$ cat src/rtl/pll_reconfig_pkg.sv
// Shared definitions for the PLL reconfiguration sequencer: register map,
// FSM states and the per-profile register-write tables.
package pll_reconfig_pkg;

  localparam int MAX_WRITES     = 12;
  localparam int TABLE_PROFILES = 2;

  localparam logic [5:0] ADDR_MODE  = 6'h00;
  localparam logic [5:0] ADDR_START = 6'h02;
  localparam logic [5:0] ADDR_N     = 6'h03;
  localparam logic [5:0] ADDR_M     = 6'h04;
  localparam logic [5:0] ADDR_C     = 6'h05;

  typedef enum logic [2:0] {
    ST_IDLE,
    ST_MODE,
    ST_LOAD,
    ST_START,
    ST_WAIT_DONE,
    ST_WAIT_LOCK,
    ST_DONE,
    ST_ERR
  } state_t;

  typedef struct packed {
    logic [5:0]  addr;
    logic [31:0] data;
  } prof_entry_t;

  // C-counter data carries the counter select in [22:18], high/low counts below.
  localparam prof_entry_t PROFILE_ROM [TABLE_PROFILES][MAX_WRITES] = '{
    '{ '{ADDR_N, 32'h0000_0101}, '{ADDR_M, 32'h0000_0808},
       '{ADDR_C, 32'h0000_0404}, '{ADDR_C, 32'h0004_0808},
       '{ADDR_C, 32'h0008_0202}, '{ADDR_C, 32'h000C_0505},
       '{ADDR_C, 32'h0010_0A0A}, '{ADDR_C, 32'h0014_0303},
       '{ADDR_C, 32'h0018_0606}, '{ADDR_C, 32'h001C_0101},
       '{ADDR_MODE, 32'h0}, '{ADDR_MODE, 32'h0} },
    '{ '{ADDR_N, 32'h0000_0101}, '{ADDR_M, 32'h0000_0A0A},
       '{ADDR_C, 32'h0000_0303}, '{ADDR_C, 32'h0004_0606},
       '{ADDR_C, 32'h0008_0202}, '{ADDR_C, 32'h000C_0404},
       '{ADDR_C, 32'h0010_0808}, '{ADDR_C, 32'h0014_0202},
       '{ADDR_C, 32'h0018_0505}, '{ADDR_C, 32'h001C_0101},
       '{ADDR_MODE, 32'h0}, '{ADDR_MODE, 32'h0} }
  };

  localparam logic [3:0] PROFILE_LEN [TABLE_PROFILES] = '{4'd10, 4'd10};

endpackage

$ cat src/rtl/pll_reconfig_rom.sv
// Combinational profile-table lookup: (sel, idx) -> register write, plus the
// profile's write count. Profiles without a table entry report length 0.
module pll_reconfig_rom
  import pll_reconfig_pkg::*;
(
  input  logic [2:0]  sel,
  input  logic [3:0]  idx,
  output logic [5:0]  addr,
  output logic [31:0] data,
  output logic [3:0]  len
);

  always_comb begin
    addr = '0;
    data = '0;
    len  = '0;
    for (int p = 0; p < TABLE_PROFILES; p++) begin
      if (sel == 3'(p)) begin
        len = PROFILE_LEN[p];
        for (int w = 0; w < MAX_WRITES; w++) begin
          if (idx == 4'(w)) begin
            addr = PROFILE_ROM[p][w].addr;
            data = PROFILE_ROM[p][w].data;
          end
        end
      end
    end
  end

endmodule

$ cat src/rtl/pll_reconfig_ctrl.sv
// Replays a selected clock profile into the PLL reconfig port over Avalon-MM,
// triggers reconfiguration and waits for a stable re-lock (done) or timeout (err).
module pll_reconfig_ctrl
  import pll_reconfig_pkg::*;
#(
  parameter int NUM_PROFILES = 2,
  parameter int LOCK_STABLE  = 64,
  parameter int LOCK_TIMEOUT = 1_000_000
) (
  input  logic        refclk,
  input  logic        rst,
  input  logic        cfg_req,
  input  logic [2:0]  cfg_sel,
  output logic        busy,
  output logic        done,
  output logic        err,
  output logic [2:0]  cur_sel,
  input  logic        pll_locked,
  output logic [5:0]  mgmt_address,
  output logic        mgmt_write,
  output logic [31:0] mgmt_writedata,
  input  logic        mgmt_waitrequest
);

  localparam int TW = $clog2(LOCK_TIMEOUT + 1);
  localparam int SW = $clog2(LOCK_STABLE + 1);
  localparam logic [TW:0] TO_LAST = (TW + 1)'(LOCK_TIMEOUT);
  localparam logic [SW:0] ST_LAST = (SW + 1)'(LOCK_STABLE);
  localparam logic [3:0]  NPROF   = 4'(NUM_PROFILES);

  state_t        state, state_nx;
  logic [2:0]    sel_q, cur_sel_q, pend_sel, req_sel;
  logic [3:0]    idx, rom_len;
  logic [5:0]    rom_addr;
  logic [31:0]   rom_data;
  logic          pend_v, rej_q, lock_m, lock_s;
  logic          req_v, sel_ok, accept, tcnt_hit;
  logic [TW-1:0] tcnt;
  logic [TW:0]   tcnt_inc;
  logic [SW-1:0] scnt;
  logic [SW:0]   scnt_inc;

  pll_reconfig_rom u_rom (
    .sel  (sel_q),
    .idx  (idx),
    .addr (rom_addr),
    .data (rom_data),
    .len  (rom_len)
  );

  // A held pending request takes priority over a fresh cfg_req in IDLE.
  assign req_v    = pend_v | cfg_req;
  assign req_sel  = pend_v ? pend_sel : cfg_sel;
  assign sel_ok   = {1'b0, req_sel} < NPROF;
  assign accept   = mgmt_write & ~mgmt_waitrequest;
  assign tcnt_inc = {1'b0, tcnt} + (TW + 1)'(1);
  assign scnt_inc = {1'b0, scnt} + (SW + 1)'(1);
  assign tcnt_hit = (tcnt_inc == TO_LAST);

  always_comb begin
    state_nx       = state;
    mgmt_write     = 1'b0;
    mgmt_address   = '0;
    mgmt_writedata = '0;
    case (state)
      ST_IDLE: if (req_v && sel_ok) state_nx = ST_MODE;
      ST_MODE: begin
        mgmt_write   = 1'b1;
        mgmt_address = ADDR_MODE;
        if (accept) state_nx = (rom_len == 4'd0) ? ST_START : ST_LOAD;
      end
      ST_LOAD: begin
        mgmt_write     = 1'b1;
        mgmt_address   = rom_addr;
        mgmt_writedata = rom_data;
        if (accept && idx == rom_len - 4'd1) state_nx = ST_START;
      end
      ST_START: begin
        mgmt_write     = 1'b1;
        mgmt_address   = ADDR_START;
        mgmt_writedata = 32'd1;
        if (accept) state_nx = ST_WAIT_DONE;
      end
      ST_WAIT_DONE: begin
        if (tcnt_hit) state_nx = ST_ERR;
        else if (!mgmt_waitrequest) state_nx = ST_WAIT_LOCK;
      end
      // Stable lock is checked first so it wins a same-cycle tie with timeout.
      ST_WAIT_LOCK: begin
        if (lock_s && scnt_inc == ST_LAST) state_nx = ST_DONE;
        else if (tcnt_hit) state_nx = ST_ERR;
      end
      ST_DONE: state_nx = ST_IDLE;
      ST_ERR:  state_nx = ST_IDLE;
      default: state_nx = ST_IDLE;
    endcase
  end

  always_ff @(posedge refclk) begin
    if (rst) begin
      state     <= ST_IDLE;
      sel_q     <= '0;
      cur_sel_q <= '0;
      pend_v    <= 1'b0;
      pend_sel  <= '0;
      rej_q     <= 1'b0;
      idx       <= '0;
      tcnt      <= '0;
      scnt      <= '0;
      lock_m    <= 1'b0;
      lock_s    <= 1'b0;
    end else begin
      state  <= state_nx;
      lock_m <= pll_locked;
      lock_s <= lock_m;
      rej_q  <= (state == ST_IDLE) && req_v && !sel_ok;
      if (state == ST_IDLE && req_v) sel_q <= req_sel;
      if (state == ST_MODE) idx <= '0;
      else if (state == ST_LOAD && accept) idx <= idx + 4'd1;
      if (state == ST_WAIT_DONE || state == ST_WAIT_LOCK) tcnt <= tcnt_inc[TW-1:0];
      else tcnt <= '0;
      if (state == ST_WAIT_LOCK && lock_s) scnt <= scnt_inc[SW-1:0];
      else scnt <= '0;
      // cur_sel changes with the done pulse so both are coherent in one cycle.
      if (state == ST_WAIT_LOCK && state_nx == ST_DONE) cur_sel_q <= sel_q;
      if (cfg_req && !(state == ST_IDLE && !pend_v)) begin
        pend_v   <= 1'b1;
        pend_sel <= cfg_sel;
      end else if (state == ST_IDLE && pend_v) begin
        pend_v <= 1'b0;
      end
    end
  end

  assign busy    = (state == ST_MODE) || (state == ST_LOAD) || (state == ST_START) ||
                   (state == ST_WAIT_DONE) || (state == ST_WAIT_LOCK);
  assign done    = (state == ST_DONE);
  assign err     = (state == ST_ERR) || rej_q;
  assign cur_sel = cur_sel_q;

endmodule

$ cat config.mk
export PLATFORM = sky130hd
export DESIGN_NAME = pll_reconfig_ctrl
export DESIGN_NICKNAME = d
export VERILOG_FILES = /design/src/rtl/pll_reconfig_pkg.sv /design/src/rtl/pll_reconfig_rom.sv /design/src/rtl/pll_reconfig_ctrl.sv
export SDC_FILE = /design/constraint.sdc
export NUM_CORES = 1
export LEC_CHECK = 0
export BUFFER_PORTS_ARGS = -buffer_cell sky130_fd_sc_hd__buf_2
export CAP_MARGIN = 20
export CORE_MARGIN = 2
export CORE_UTILIZATION = 40
export DETAILED_ROUTE_END_ITERATION = 8
export GPL_TIMING_DRIVEN = 1
export SETUP_SLACK_MARGIN = 0.02
export SYNTH_ARGS = -nofsm -noshare
export SYNTH_HDL_FRONTEND = slang
export SYNTH_HIERARCHICAL = 1
export SYNTH_SLANG_ARGS = --single-unit
$ cat constraint.sdc
create_clock -name refclk -period 2.41 [get_ports refclk]
set_input_delay 0.482 -clock refclk [delete_from_list [all_inputs] [get_ports refclk]]
set_output_delay 0.482 -clock refclk [all_outputs]
set_load 0.01 [all_outputs]
==> results.md <==
* Yosys warnings at 6
* ANT cells at 0
* Setup TNS at 0 ns
* Min Tclk post-route at 2.387 ns
* Core Area at 7767 µm²
* Slew Limit Fails at 0
* Status: finished clean
* Sequential element share of the synthesized area at 0.2919
* Max clock buf depth at 2
* Starting Density at 0.4149
* Row cnt at 32
* Mapped Area at 3223 µm²
* Peak supply drop at 0.0003945 V
* CP Data Arrival Time at 2.58 ns
* First-pass GRT wire length at 10.70 mm
* CTS Hold Bufs at 0
* Syn avg cell area at 7.861 µm²
* Top cells by count, synth: nor2_1 (60), dfxtp_1 (47), and2_1 (37)
* Die W at 93.77 µm
* Worst skew pair latency at 0.29 ns
* Max Freq at 418.9 MHz
* Total clock sinks at 47
* Gr usage total at 0.1478
* WL/cell at 11.88 µm
* Fillers at 771
* Nets at 459
* Final Hold Vio Count at 0
* Synth cell types at 60
* DRT Wirelength at 6.509 mm
* Vias in the first global route at 2314
* Number of CTS-inserted buffers at 5
* Leak at 0.001465 µW
* WS Path Type: reg2reg
* RePlAce Congestion at 0.8219
* Max Cap Viol at 0
* Post-DP HPWL at 4.713 mm
* Multi-input combinational cell area at 2112 µm²
* Clock Skew at 0.003432 ns
* Hold Path Class: in2reg
* Critical-path maximum fanout at 4
* Iteration-0 DRC count of the detailed router at 108
* TritonCTS clock tree: yes
* Worst rel slew slack at 0.4839
* Synth Instances at 410
* HP Start: pll_locked
* Clock-pin slew on the worst setup and hold paths at 0.08 ns
* Worst EP required at 2.61 ns
* CTS root buf: clkbuf_8
* GR Overflow Total at 0
* Dpl ws at -0.04861 ns
* CP Launch Point: tcnt[1]
* H-tree Lvls at 2
* Layout area overhead at 14.67%
* RSZ-0062 raised after global routing: true
* Vias at 2625
* Tcrit/Tclk final at 0.9906
* Share of layout cells above drive strength 1 at 0.2422
* Final setup fails at 0
* Yosys top cell area share at 0.2919
* Slowest cell on crit path: a2111oi_4
* Vias per std cell at 4.790
* Final non-filler cell total at 548
* Die area at 8792 µm²
* Initial antenna violation count at 0
* Largest cells by area after synthesis: dfxtp_1 (29%), buf_4 (7.2%), and2_1 (7.2%)
* Worst R2R Start: tcnt[1]
* Critical path endpoint category: register
* Top_reg_cell synth: dfxtp_1
* Top-count cell post-synth: nor2_1
* Number of enable flip-flop cells after synthesis at 0
* Async set-or-reset flop fraction in the synthesized netlist at 0
* PortBufs at 28
* Die H at 93.77 µm
* Post-route antenna net violation count at 0
* TritonRoute pass-1 iters at 4
* Worst path max stage delay at 0.36 ns
* Least-Margin Pin Slew at 0.7742 ns
* Total power at 1416 µW
* Detailed-route DRC error count at 0
* FF+latch count, synth at 47
* Critical Path Source Type: register
* Placed Cells incl. Taps at 536
* Yosys top cell by area: dfxtp_1
* PwrDens at 383.0 nW/µm²
* Seq. cell area at 960.9 µm²
* Crit-path cells: buf_6, a211o_1, a2111oi_4, o2111ai_1, a211o_1, a2111oi_4, nor2_2, a2111oi_2
* Setup ws final at 0.02260 ns
* Io pins at 53
* Largest net degree at the start of global routing at 37
-- report_power, final --
part           internal [µW]  switching, µW  total [µW]  leakage [µW]
Sequential               782           7.48         790      0.000387
Combinational           45.8           63.4         109       0.00103
Clock                    262            254         517     0.0000515
Total                   1090            325        1420       0.00146
-- repair_timing --
| action | 4_1_cts | 5_1_grt |
|---|---|---|
| gates resized for setup | 5 | 28 |
| setup buffers | 0 | 4 |
| setup endpoints to repair | 4 | 7 |
| endpoints found under the hold margin | 0 | 0 |
| pin swaps | 1 | 10 |
-- per-layer routing --
metal	global-route usage	routed length, µm	vias to the layer above
met3	0.02648	132	6
met2	0.2393	3086	23
met4	0.03623	61	0
met1	0.2037	3228	1184
met5	0	0	-
li1	-	-	1412
-- path summary, 6_finish.rpt --
kind	cells past startpoint	endpoint	slack, ns
setup / recovery	8	state[0]	0.02
hold / removal	2	lock_m	0.39
setup reg to reg	8	state[0]	0.02
hold reg to reg	1	lock_s	0.45
-- critical path, delay by kind of cell (launching register included) --
| kind | cells | cell delay [ns] |
|---|---|---|
| flip-flops | 1 | 0.34 |
| AND/OR/NAND/NOR | 1 | 0.06 |
| AO/OA/AOI/OAI | 6 | 1.77 |
| buffers and inverters | 1 | 0.12 |
-- state kept, by name, summed over array words and instances (netlist names) --
register	count
rej_q	1
state	3
tcnt	20
idx	4
cur_sel	3
pend_v	1
pend_sel	3
lock_s	1
sel_q	3
lock_m	1
scnt	7
-- final cells by class --
cell class              instances  share of cell area
clock buffers                   8             0.02708
inverters                      11             0.01117
multi-input cells             324              0.5714
flip-flops and latches         47              0.2600
well taps                     102             0.03453
repair buffers                 56             0.09580
-- cells in the final DEF, fill, tap and decap left out, types with 3 or more instances in the layout --
cell type / netlist / routed
dfxtp_1: 47 / 35
nand3_1: 8 / 6
nor2b_1: 8 / 8
mux2i_1: 11 / 11
and3_1: 4 / 3
o21a_1: 4 / 4
nor2_1: 60 / 60
clkbuf_8: 0 / 7
nand4_1: 7 / 7
o21ai_0: 8 / 8
buf_4: 31 / 27
nand2_1: 19 / 18
a211oi_1: 6 / 6
and3b_1: 3 / 3
inv_1: 8 / 8
conb_1: 1 / 26
dfxtp_2: 0 / 10
and2_1: 37 / 36
buf_2: 7 / 28
or3_1: 4 / 4
inv_2: 3 / 3
nor3_1: 12 / 10
xnor2_1: 17 / 17
nand2b_1: 5 / 5
xor2_1: 13 / 13
ha_1: 6 / 4
a21oi_1: 18 / 17
-- per-stage QoR --
stage	cell area, µm²	hold slack, ns	utilization
finish	3696	0.3914	0.4758
global route	3696	0.4016	0.4758
CTS	3563	0.3843	0.4588
detailed placement	3450	0.4388	0.4441
global placement	3450	0.4283	0.4441
floorplan	3321	0.4138	-
-- cells by family after synthesis --
logic type | synth area share
AOI/OAI and AO/OA | 0.1269
buffers and inverters | 0.1134
DFF | 0.2919
muxes | 0.03416
adders and majority gates | 0.02678
other | 0.001163
xor gates and xnor gates | 0.08152
and+or+nand+nor | 0.3242
Note: power is estimated with default switching activity, not from simulation.
